File: config.mk
export PLATFORM = sky130hd
export DESIGN_NAME = matmul_apb_master
export DESIGN_NICKNAME = d
export VERILOG_FILES = /design/src/rtl/matmul_apb_master.sv
export SDC_FILE = /design/constraint.sdc
export NUM_CORES = 1
export LEC_CHECK = 0
export ABC_AREA = 1
export CAP_MARGIN = 20
export CELL_PAD_IN_SITES_DETAIL_PLACEMENT = 0
export CELL_PAD_IN_SITES_GLOBAL_PLACEMENT = 1
export CORE_MARGIN = 10
export CORE_UTILIZATION = 26
export DETAILED_ROUTE_END_ITERATION = 7
export PLACE_DENSITY_LB_ADDON = 0.1
export SYNTH_ARGS = -nofsm -noshare
export SYNTH_HDL_FRONTEND = slang
export SYNTH_SLANG_ARGS = --single-unit
File: constraint.sdc
create_clock -name clk_i -period 3.05 [get_ports clk_i]
set_clock_uncertainty 0.05 [all_clocks]
set_input_delay 0.915 -clock clk_i [delete_from_list [all_inputs] [get_ports clk_i]]
set_output_delay 0.915 -clock clk_i [all_outputs]
set_load 0.01 [all_outputs]
File: src/rtl/matmul_apb_master.sv
// Purpose : single-outstanding APB4 master bridging a valid/ready command stream to the
//           matrix-multiplier APB slave, with a bounded PREADY wait and write hold-off on busy.
// Latency : handshake at edge E -> SETUP after E, ACCESS after E+1, response after E+2+waits.
// Backpr. : one transfer in flight; cmd_ready_o low outside IDLE and for writes while busy_i;
//           the response is held until rsp_ready_i.
// Ports   : clk_i/rst_i (sync, active-high); cmd_* command stream in; rsp_* response stream out;
//           psel_o/penable_o/pwrite_o/paddr_o/pwdata_o/pstrb_o/pready_i/pslverr_i/prdata_i APB4;
//           busy_i accelerator busy flag (gates write commands only).
module matmul_apb_master #(
    parameter  int BUS_WIDTH  = 32,
    parameter  int DATA_WIDTH = 8,
    parameter  int ADDR_WIDTH = 16,
    parameter  int TIMEOUT    = 255,
    localparam int MAX_DIM    = BUS_WIDTH / DATA_WIDTH
) (
    input  logic                  clk_i,
    input  logic                  rst_i,
    input  logic                  cmd_valid_i,
    output logic                  cmd_ready_o,
    input  logic                  cmd_write_i,
    input  logic [ADDR_WIDTH-1:0] cmd_addr_i,
    input  logic [BUS_WIDTH-1:0]  cmd_wdata_i,
    input  logic [MAX_DIM-1:0]    cmd_strb_i,
    output logic                  rsp_valid_o,
    input  logic                  rsp_ready_i,
    output logic [BUS_WIDTH-1:0]  rsp_rdata_o,
    output logic                  rsp_err_o,
    output logic                  rsp_timeout_o,
    output logic                  psel_o,
    output logic                  penable_o,
    output logic                  pwrite_o,
    output logic [ADDR_WIDTH-1:0] paddr_o,
    output logic [BUS_WIDTH-1:0]  pwdata_o,
    output logic [MAX_DIM-1:0]    pstrb_o,
    input  logic                  pready_i,
    input  logic                  pslverr_i,
    input  logic [BUS_WIDTH-1:0]  prdata_i,
    input  logic                  busy_i
);

    // A zero TIMEOUT still needs a legal 1-bit counter even though it is never used.
    localparam int CNT_W = (TIMEOUT > 0) ? $clog2(TIMEOUT + 1) : 1;

    typedef enum logic [1:0] {
        IDLE   = 2'd0,
        SETUP  = 2'd1,
        ACCESS = 2'd2,
        RESP   = 2'd3
    } state_e;

    state_e                  state_q, state_d;
    logic [CNT_W-1:0]        cnt_q, cnt_d;
    logic                    psel_q, psel_d;
    logic                    penable_q, penable_d;
    logic                    pwrite_q, pwrite_d;
    logic [ADDR_WIDTH-1:0]   paddr_q, paddr_d;
    logic [BUS_WIDTH-1:0]    pwdata_q, pwdata_d;
    logic [MAX_DIM-1:0]      pstrb_q, pstrb_d;
    logic                    rsp_valid_q, rsp_valid_d;
    logic [BUS_WIDTH-1:0]    rsp_rdata_q, rsp_rdata_d;
    logic                    rsp_err_q, rsp_err_d;
    logic                    rsp_timeout_q, rsp_timeout_d;
    logic                    cmd_fire;
    logic                    abort;

    // Reads stay accepted while busy so status can be polled mid-computation.
    assign cmd_ready_o = (state_q == IDLE) && !rst_i && !(busy_i && cmd_write_i);
    assign cmd_fire    = cmd_valid_i && cmd_ready_o;
    assign abort       = (TIMEOUT != 0) && (cnt_q == CNT_W'(TIMEOUT - 1));

    always_comb begin
        state_d       = state_q;
        cnt_d         = cnt_q;
        psel_d        = psel_q;
        penable_d     = penable_q;
        pwrite_d      = pwrite_q;
        paddr_d       = paddr_q;
        pwdata_d      = pwdata_q;
        pstrb_d       = pstrb_q;
        rsp_valid_d   = rsp_valid_q;
        rsp_rdata_d   = rsp_rdata_q;
        rsp_err_d     = rsp_err_q;
        rsp_timeout_d = rsp_timeout_q;

        case (state_q)
            IDLE: begin
                if (cmd_fire) begin
                    state_d   = SETUP;
                    psel_d    = 1'b1;
                    penable_d = 1'b0;
                    pwrite_d  = cmd_write_i;
                    paddr_d   = cmd_addr_i;
                    // Reads drive no data and no lanes on the bus.
                    pwdata_d  = cmd_write_i ? cmd_wdata_i : '0;
                    pstrb_d   = cmd_write_i ? cmd_strb_i  : '0;
                end
            end
            SETUP: begin
                state_d   = ACCESS;
                penable_d = 1'b1;
                cnt_d     = '0;
            end
            ACCESS: begin
                // A completing slave beats the abort when both land on the same edge.
                if (pready_i) begin
                    state_d       = RESP;
                    psel_d        = 1'b0;
                    penable_d     = 1'b0;
                    rsp_valid_d   = 1'b1;
                    rsp_rdata_d   = pwrite_q ? '0 : prdata_i;
                    rsp_err_d     = pslverr_i;
                    rsp_timeout_d = 1'b0;
                end else if (abort) begin
                    state_d       = RESP;
                    psel_d        = 1'b0;
                    penable_d     = 1'b0;
                    rsp_valid_d   = 1'b1;
                    rsp_rdata_d   = '0;
                    rsp_err_d     = 1'b1;
                    rsp_timeout_d = 1'b1;
                end else if (TIMEOUT != 0) begin
                    // Aborting at TIMEOUT-1 keeps the counter from ever wrapping.
                    cnt_d = cnt_q + CNT_W'(1);
                end
            end
            RESP: begin
                if (rsp_ready_i) begin
                    state_d     = IDLE;
                    rsp_valid_d = 1'b0;
                end
            end
            default: begin
                state_d = IDLE;
            end
        endcase
    end

    always_ff @(posedge clk_i) begin
        if (rst_i) begin
            state_q       <= IDLE;
            cnt_q         <= '0;
            psel_q        <= 1'b0;
            penable_q     <= 1'b0;
            pwrite_q      <= 1'b0;
            paddr_q       <= '0;
            pwdata_q      <= '0;
            pstrb_q       <= '0;
            rsp_valid_q   <= 1'b0;
            rsp_rdata_q   <= '0;
            rsp_err_q     <= 1'b0;
            rsp_timeout_q <= 1'b0;
        end else begin
            state_q       <= state_d;
            cnt_q         <= cnt_d;
            psel_q        <= psel_d;
            penable_q     <= penable_d;
            pwrite_q      <= pwrite_d;
            paddr_q       <= paddr_d;
            pwdata_q      <= pwdata_d;
            pstrb_q       <= pstrb_d;
            rsp_valid_q   <= rsp_valid_d;
            rsp_rdata_q   <= rsp_rdata_d;
            rsp_err_q     <= rsp_err_d;
            rsp_timeout_q <= rsp_timeout_d;
        end
    end

    assign psel_o        = psel_q;
    assign penable_o     = penable_q;
    assign pwrite_o      = pwrite_q;
    assign paddr_o       = paddr_q;
    assign pwdata_o      = pwdata_q;
    assign pstrb_o       = pstrb_q;
    assign rsp_valid_o   = rsp_valid_q;
    assign rsp_rdata_o   = rsp_rdata_q;
    assign rsp_err_o     = rsp_err_q;
    assign rsp_timeout_o = rsp_timeout_q;

endmodule

; Word level (Yosys, flattened, before mapping)
; Cells that the tools add are included.
[op_classes]
n_eq_ne = 9
reduce_logical = 19
mux = 25
addsub = 1
[op_table]
columns = cell, count
row1 = $mux 32, 4
row2 = $mux 8, 2
row3 = $pmux 8 s2, 1
row4 = $reduce_and 3->1, 5
row5 = $mux 1, 9
row6 = $add 8x1->8 const B, 1
row7 = $eq 8x8->1 const B, 1
row8 = $mux 2, 4
row9 = $ne 2x2->1 const B, 4
row10 = $pmux 2 s4, 1
row11 = $reduce_bool 2->1, 4
row12 = $eq 2x2->1 const B, 2
row13 = $logic_and 1x1->1, 4
row14 = $mux 4, 1
row15 = $pmux 1 s2, 2
row16 = $reduce_and 2->1, 2
row17 = $ne 3x3->1 const B, 1
row18 = $pmux 1 s3, 1
row19 = $reduce_bool 3->1, 1
row20 = $eq 2x1->1 const B, 1
row21 = $logic_not 1->1, 2
row22 = $logic_not 2->1, 1
[totals]
ff_bits = 100
input_bits = 92
elab_cells = 66
output_inout_bits = 91

; Depth between registers and ports, before layout
[logic_depth]
depth_word = 6
depth_mapped = 10
depth_no_buf = 10

; Least setup slack after synthesis
; No wires, ideal clock.
[synth_timing]
path_kind = input-to-output
startpoint = input rst_i
endpoint = output cmd_ready_o
path_slack_ns = 0.582
t_required_ns = 2.085
cell_stages = 4
path_buffers = 1
t_arrival_ns = 1.503
cell_sequence = inv_2 -> buf_1 -> nand3_1 -> inv_1
[synth_between]
elab_chain_cells = 3
[synth_lines]
columns = item, line_no
row1 = "start, declared", 17  ; input logic rst_i,
row2 = $logic_not 1->1, 67  ; assign cmd_ready_o = (state_q == IDLE) && !rst_i && !(busy_i && cmd_write_i);
row3 = $logic_and 1x1->1 (2 in a row), 67
row4 = "end, declared", 19  ; output logic cmd_ready_o,
; No other way between the ends.

; Final worst setup path
[layout_timing]
startpoint = input cmd_write_i
endpoint = output cmd_ready_o
[layout_between]
elab_chain_cells = 3
[layout_lines]
columns = item, line_no
row1 = "start, declared", 20  ; input logic cmd_write_i,
row2 = $logic_and 1x1->1, 67
row3 = $logic_not 1->1, 67
row4 = $logic_and 1x1->1, 67
; No other way between the ends.

==> results.json <==
{
  "finalNetCount": 777,
  "grt_util_all_layers_pct": 12.8,
  "clkTransAtPathRegs_ns": 0.06,
  "tritoncts": "built",
  "cts.path.max_buffers": 2,
  "yosysTopAreaCell": "dfxtp_1",
  "drive_above_1_share_pct": 4.11,
  "routabilityCongestion": 0.755,
  "n_antenna_cell": 0,
  "cp-startpoint": "cmd_write_i",
  "end_kind": "output port",
  "drc_errors": 0,
  "setup_viol": 0,
  "ys_ff_latch": 100,
  "area_delta_synth_final_pct": 59.9,
  "maxCapViolations": 0,
  "route.met3.wl_um": 1340,
  "avgSynthCellArea_um2": 7.55,
  "gr-total-overflow": 0,
  "synth_top_area_share_pct": 52.8,
  "yosysWarnings": 0,
  "wire_per_inst_um": 15.1,
  "wl_met2_um": 5960,
  "placed_cell_area_um2": 5780,
  "cts_made_buffers": 9,
  "synthDistinctLibCells": 19,
  "setup_tns_ns": 0,
  "max_freq_mhz": 356,
  "worstHoldStart": "psel_o$_SDFFE_PP0P_",
  "slew_viol_final": 0,
  "period_needed_ns": 2.81,
  "die_width_um": 141,
  "antenna_found_initial": 0,
  "dp_hpwl_um": 9350,
  "rsz0062_at_grt": "no",
  "final_area_um2": 6070,
  "relSlewSlack_pct": 42.6,
  "grt_pass1_wl_um": 20400,
  "viasPerCell": 4.37,
  "critPathRequiredTime_ns": 2.08,
  "vias": 3778,
  "status": "finished clean",
  "ant_nets": 0,
  "hold_path_class": "flop to flop",
  "wirelength_um": 13100,
  "h-tree-depth": 3,
  "final.period_utilization_pct": 92.0,
  "top_layer_used": "met4",
  "grt_max_degree": 75,
  "worst_pin_slew_ns": 0.860,
  "peakVddDrop_uv": 249,
  "ios": 183,
  "portBuffers": 182,
  "synth_nets": 602,
  "core_area_um2": 14400,
  "ys_seq_area_share_pct": 52.8,
  "initial_utilization_pct": 26.3,
  "cp.arrival_ns": 1.84,
  "power_leakage_uw": 0.00227,
  "cts_sinks": 100,
  "dieArea_um2": 19800,
  "cts_root_buf": "clkbuf_16",
  "cp_max_fo": 2,
  "post-cts-setup-buffer-count": 0,
  "die_h_um": 141,
  "rows": 44,
  "crit_type": "input pin to output port",
  "clk_latency_ns": 0.34,
  "synthTopCellsByArea": "dfxtp_1 (53%), nand2_1 (20%), a21oi_1 (10%)",
  "fillers": 1476,
  "p_per_area_nw_per_um2": 586,
  "hold_viol": 0,
  "netlist_area_um2": 3790,
  "dr.pass1.iters": 4,
  "start_kind": "input pin",
  "final_common_cell": "nand2_1",
  "grt_pass1_vias": 3700,
  "syn_inst": 502,
  "r2r-start": "state_q[0]$_SDFFE_PP0P_",
  "wl_met1_um": 5590,
  "mostFrequentLayoutCells": "nand2_1 (203), clkdlybuf4s50_1 (180), dfxtp_1 (100), a21oi_1 (78), nand3_1 (25)",
  "drt_iter0_markers": 153,
  "power_uw": 3550
}
worst max-delay path: stages:
cell and delay (ns):
clkdlybuf4s50_1 0.47, nand2_1 0.07, nand3_1 0.07, inv_1 0.04
dlygate4sd2_1 0.27
logic make-up after synthesis:
family          Yosys count  share of synthesized area [%]
compound gates           84                           11.1
buf+inv                  52                           6.14
flops                   100                           52.8
fa+ha+maj                 8                           2.64
simple gates            258                           27.4
state kept, by name (all words and copies together) (netlist names):
signal         flops
psel_o             1
rsp_err_o          1
rsp_timeout_o      1
pstrb_o            4
pwdata_o          32
cnt_q              8
pwrite_o           1
rsp_valid_o        1
penable_o          1
paddr_o           16
state_q            2
rsp_rdata_o       32
stage by stage:
| step | setup WS, ns | hold slack [ns] | std cells | util, % |
|---|---|---|---|---|
| final | 0.243 | 0.398 | 865 | 42.1 |
| after global routing | 0.178 | 0.423 | 865 | 42.1 |
| after detailed placement | -0.00929 | 0.387 | 850 | 40.1 |
| after CTS | 0.229 | 0.398 | 865 | 42.1 |
| after global placement | -0.00275 | 0.384 | 850 | 40.1 |
| after floorplan | 0.582 | 0.387 | 502 | - |
area by class of cell:
cell class                 instances  area [µm²]  share of cell area, %
clock inverter                     2        35.0                  0.578
inverter                          26         100                   1.65
timing repair buffer             190        1890                   31.1
clock buffer                      13         250                   4.13
sequential                       100        2000                   33.0
tap                              184         230                   3.80
multi-input combinational        350        1560                   25.7
what timing repair did:
item | 4_1_cts | 5_1_grt
endpoints found under the setup margin | 1 | 0
hold buffers | 0 | 0
resized for setup | 1 | 0
layer usage:
layer	vias up	GRT usage (%)
met5	-	0
met1	1700	15.1
li1	1947	-
met3	12	5.68
met4	0	4.73
met2	119	20.0
power by group:
part           leakage (µW)  total [µW]  internal (µW)  switching (µW)
Sequential         0.000811        1510           1440            74.3
Clock              0.000140        1130            654             477
Combinational       0.00132         912            447             465
Total               0.00227        3550           2540            1020
cells in the mapped netlist, drive strengths merged:
cell and number:
a21oi 78, buf 16, clkbuf 10, clkinv 2
dfxtp 100, ha 8, inv 24, nand2 204
nand3 25, nand4 7, nor2 21, o21ai 6
or2 1
path summary, 6_finish.rpt:
| kind | to | slack (ns) | depth (start not counted) |
|---|---|---|---|
| worst max-delay path | cmd_ready_o | 0.24 | 5 |
| worst min-delay path | psel_o$_SDFFE_PP0P_ | 0.40 | 2 |
| worst max register to register | cnt_q[2]$_SDFFE_PP0P_ | 1.02 | 8 |
| worst min register to register | psel_o$_SDFFE_PP0P_ | 0.40 | 2 |
Note: power is estimated with default switching activity, not from simulation.
==> RTL change: new RTL, same flow settings <==
Re-encode `state_e` (4 states) as one-hot, 4 bits wide.
--- a/src/rtl/matmul_apb_master.sv
+++ b/src/rtl/matmul_apb_master.sv
@@ -41,11 +41,11 @@
     // A zero TIMEOUT still needs a legal 1-bit counter even though it is never used.
     localparam int CNT_W = (TIMEOUT > 0) ? $clog2(TIMEOUT + 1) : 1;
 
-    typedef enum logic [1:0] {
-        IDLE   = 2'd0,
-        SETUP  = 2'd1,
-        ACCESS = 2'd2,
-        RESP   = 2'd3
+    typedef enum logic [3:0] {
+        IDLE   = 4'b0001,
+        SETUP  = 4'b0010,
+        ACCESS = 4'b0100,
+        RESP   = 4'b1000
     } state_e;
 
     state_e                  state_q, state_d;
Check against the original RTL: same outputs for any inputs over 4 cycles, from zero or initial values and one cycle with rst_i high; so few cycles prove little.
==> RTL change against the original RTL <==
Worst setup slack worse by 0.068 ns. First-iteration DRC count is 15% higher. Area after synthesis increased by 6.7%. Sequential cell count grew 2. Critical path type unchanged. Count of clock-buffer cells in the layout decreased by 2. Hold slack better by 0.0044 ns. Cell count fell by 0.58%. Non-clock buffer count is 1 lower. Routed wire length up 2.8%. Final area increased by 3.7%.
Power is not compared: it rests on default switching activity, and its combinational part moved more than twofold at a synthesized area within 25%.
==> RTL change: results (changes against the original RTL) <==
- Status: complete, no violations (unchanged)
- Latest clock arrival within the worst-skew pair: 0.34 ns (about the same)
- Reg clk slew, reported paths: roughly 0.070 ns
- Placed cell area: 5960 sq um (was 5780 sq um)
- Vias in the first global route: 3722 (was 3700)
- Hold Startpoint: rsp_timeout_o (was psel_o)
- Peak Freq: 0.348 GHz (was 0.356 GHz)
- Gr usage total: 0.128 (about the same)
- FF-to-FF setup slack: 1.17 ns (was 1.02 ns)
- RR Startpoint: state_q[2] (was state_q[0])
- Clk root buf: clkbuf_16 (unchanged)
- Worst min-delay path endpoint: rsp_timeout_o (was psel_o)
- Layout cells sized above 1: 0.116 (was 0.0411)
- Worst slack at placement: -0.103 ns (was -0.00929 ns)
- # nets final: 761 (was 777)
- Worst Hold Class: reg2reg (unchanged)
- Worst-path fanout max: 2 (unchanged)
- H-tree depth: 3 (unchanged)
- PortBufs: 182 (unchanged)
- Worst Reg2Reg Path Length in Cells: 8 (unchanged)
- Ranking of synthesized cells by instance count: 185 x nand2_1, 102 x dfxtp_1, 69 x a21oi_1 (was 203 x nand2_1, 100 x dfxtp_1, 78 x a21oi_1)
- FF-to-FF End: pstrb_o[2] (was cnt_q[2])
- Worst setup path end: cmd_ready_o (unchanged)
- Synthesized area per cell: 8.17 sq um (was 7.55 sq um)
- Mapped Nets: 589 (was 602)
- DR vias: 3742 (was 3778)
- Routed wire length: 13400 um (was 13100 um)
- Post-synth cell types: 29 (was 19)
- Filler cells: 1520 (was 1476)
- Dpl cells: 844 (was 850)
- Vias per cell: 4.35 (was 4.37)
- Main synth FF type: dfxtp_1 (unchanged)
- Antenna violations before repair: 0 (unchanged)
- Largest net degree at the start of global routing: 60 (was 75)
- Top cells by area, synth: dfxtp_1 50%, nand2_1 17%, a21oi_1 8.5% (was dfxtp_1 53%, nand2_1 20%, a21oi_1 10%)
- DR iter-0 viols: 176 (was 153)
- GPL Wtd Cong: 0.768 (was 0.755)
- Worst setup path start: cmd_write_i (unchanged)
- Post-synthesis sequential area ratio: 0.505 (was 0.528)
- First-pass GRT wire length: 20700 um (was 20400 um)
- Crit path DAT: 1.91 ns (was 1.84 ns)
- Rel. slew slack: 0.499 (was 0.426)
- Dpl hpwl: 9730 um (was 9350 um)
- Final Hold Slack: 0.402 ns (was 0.398 ns)
==> RTL change: changes by cell type after synthesis, sizes merged, moves of 3 or more <==
cell   unedited run  this run
nor2             21        24
ha                8         2
a21oi            78        98
buf              16        19
nand3            25        17
nand2           204       198
nand4             7         1
inv              24        15
==> RTL change: logic make-up after synthesis <==
group           Yosys count  synth area share
compound gates          102             0.153
fa+ha+maj                 2           0.00619
simple gates            242             0.265
buf+inv                  45            0.0668
xor+xnor                  2           0.00433
flops                   102             0.505
==> RTL change: area by class of cell <==
| class | instances | area [sq um] | share of cell area |
|---|---|---|---|
| tap | 188 | 235 | 0.0374 |
| timing repair buffer | 189 | 1880 | 0.299 |
| clock buffer | 11 | 243 | 0.0386 |
| multi-input combinational | 348 | 1730 | 0.276 |
| inverter | 17 | 70.1 | 0.0111 |
| clock inverter | 5 | 82.6 | 0.0131 |
| sequential | 102 | 2040 | 0.325 |
==> RTL change: timing repair <==
| action | 4_1_cts | 5_1_grt |
|---|---|---|
| resized for setup | 1 | 0 |
| endpoints found under the setup margin | 1 | 0 |
| buffers inserted | 0 | 0 |
==> RTL change: worst max-delay path: stages <==
cell	delay, ns
clkdlybuf4s50_1	0.44
nand2_1	0.09
nand2_2	0.07
nor2_4	0.11
dlygate4sd2_1	0.28
==> RTL change: routing by layer <==
metal / part of all wire / global-route usage / vias to the layer above
met5: 0 / 0 / -
met4: 0.014 / 0.0324 / 0
met3: 0.11 / 0.0786 / 11
met2: 0.47 / 0.199 / 103
met1: 0.41 / 0.144 / 1706
li1: - / - / 1922
==> RTL change: where the power goes <==
group          switching (mW)  total [mW]  internal (mW)
Sequential             0.0164        1.38           1.36
Combinational           0.142       0.322          0.179
Clock                   0.512        1.26          0.744
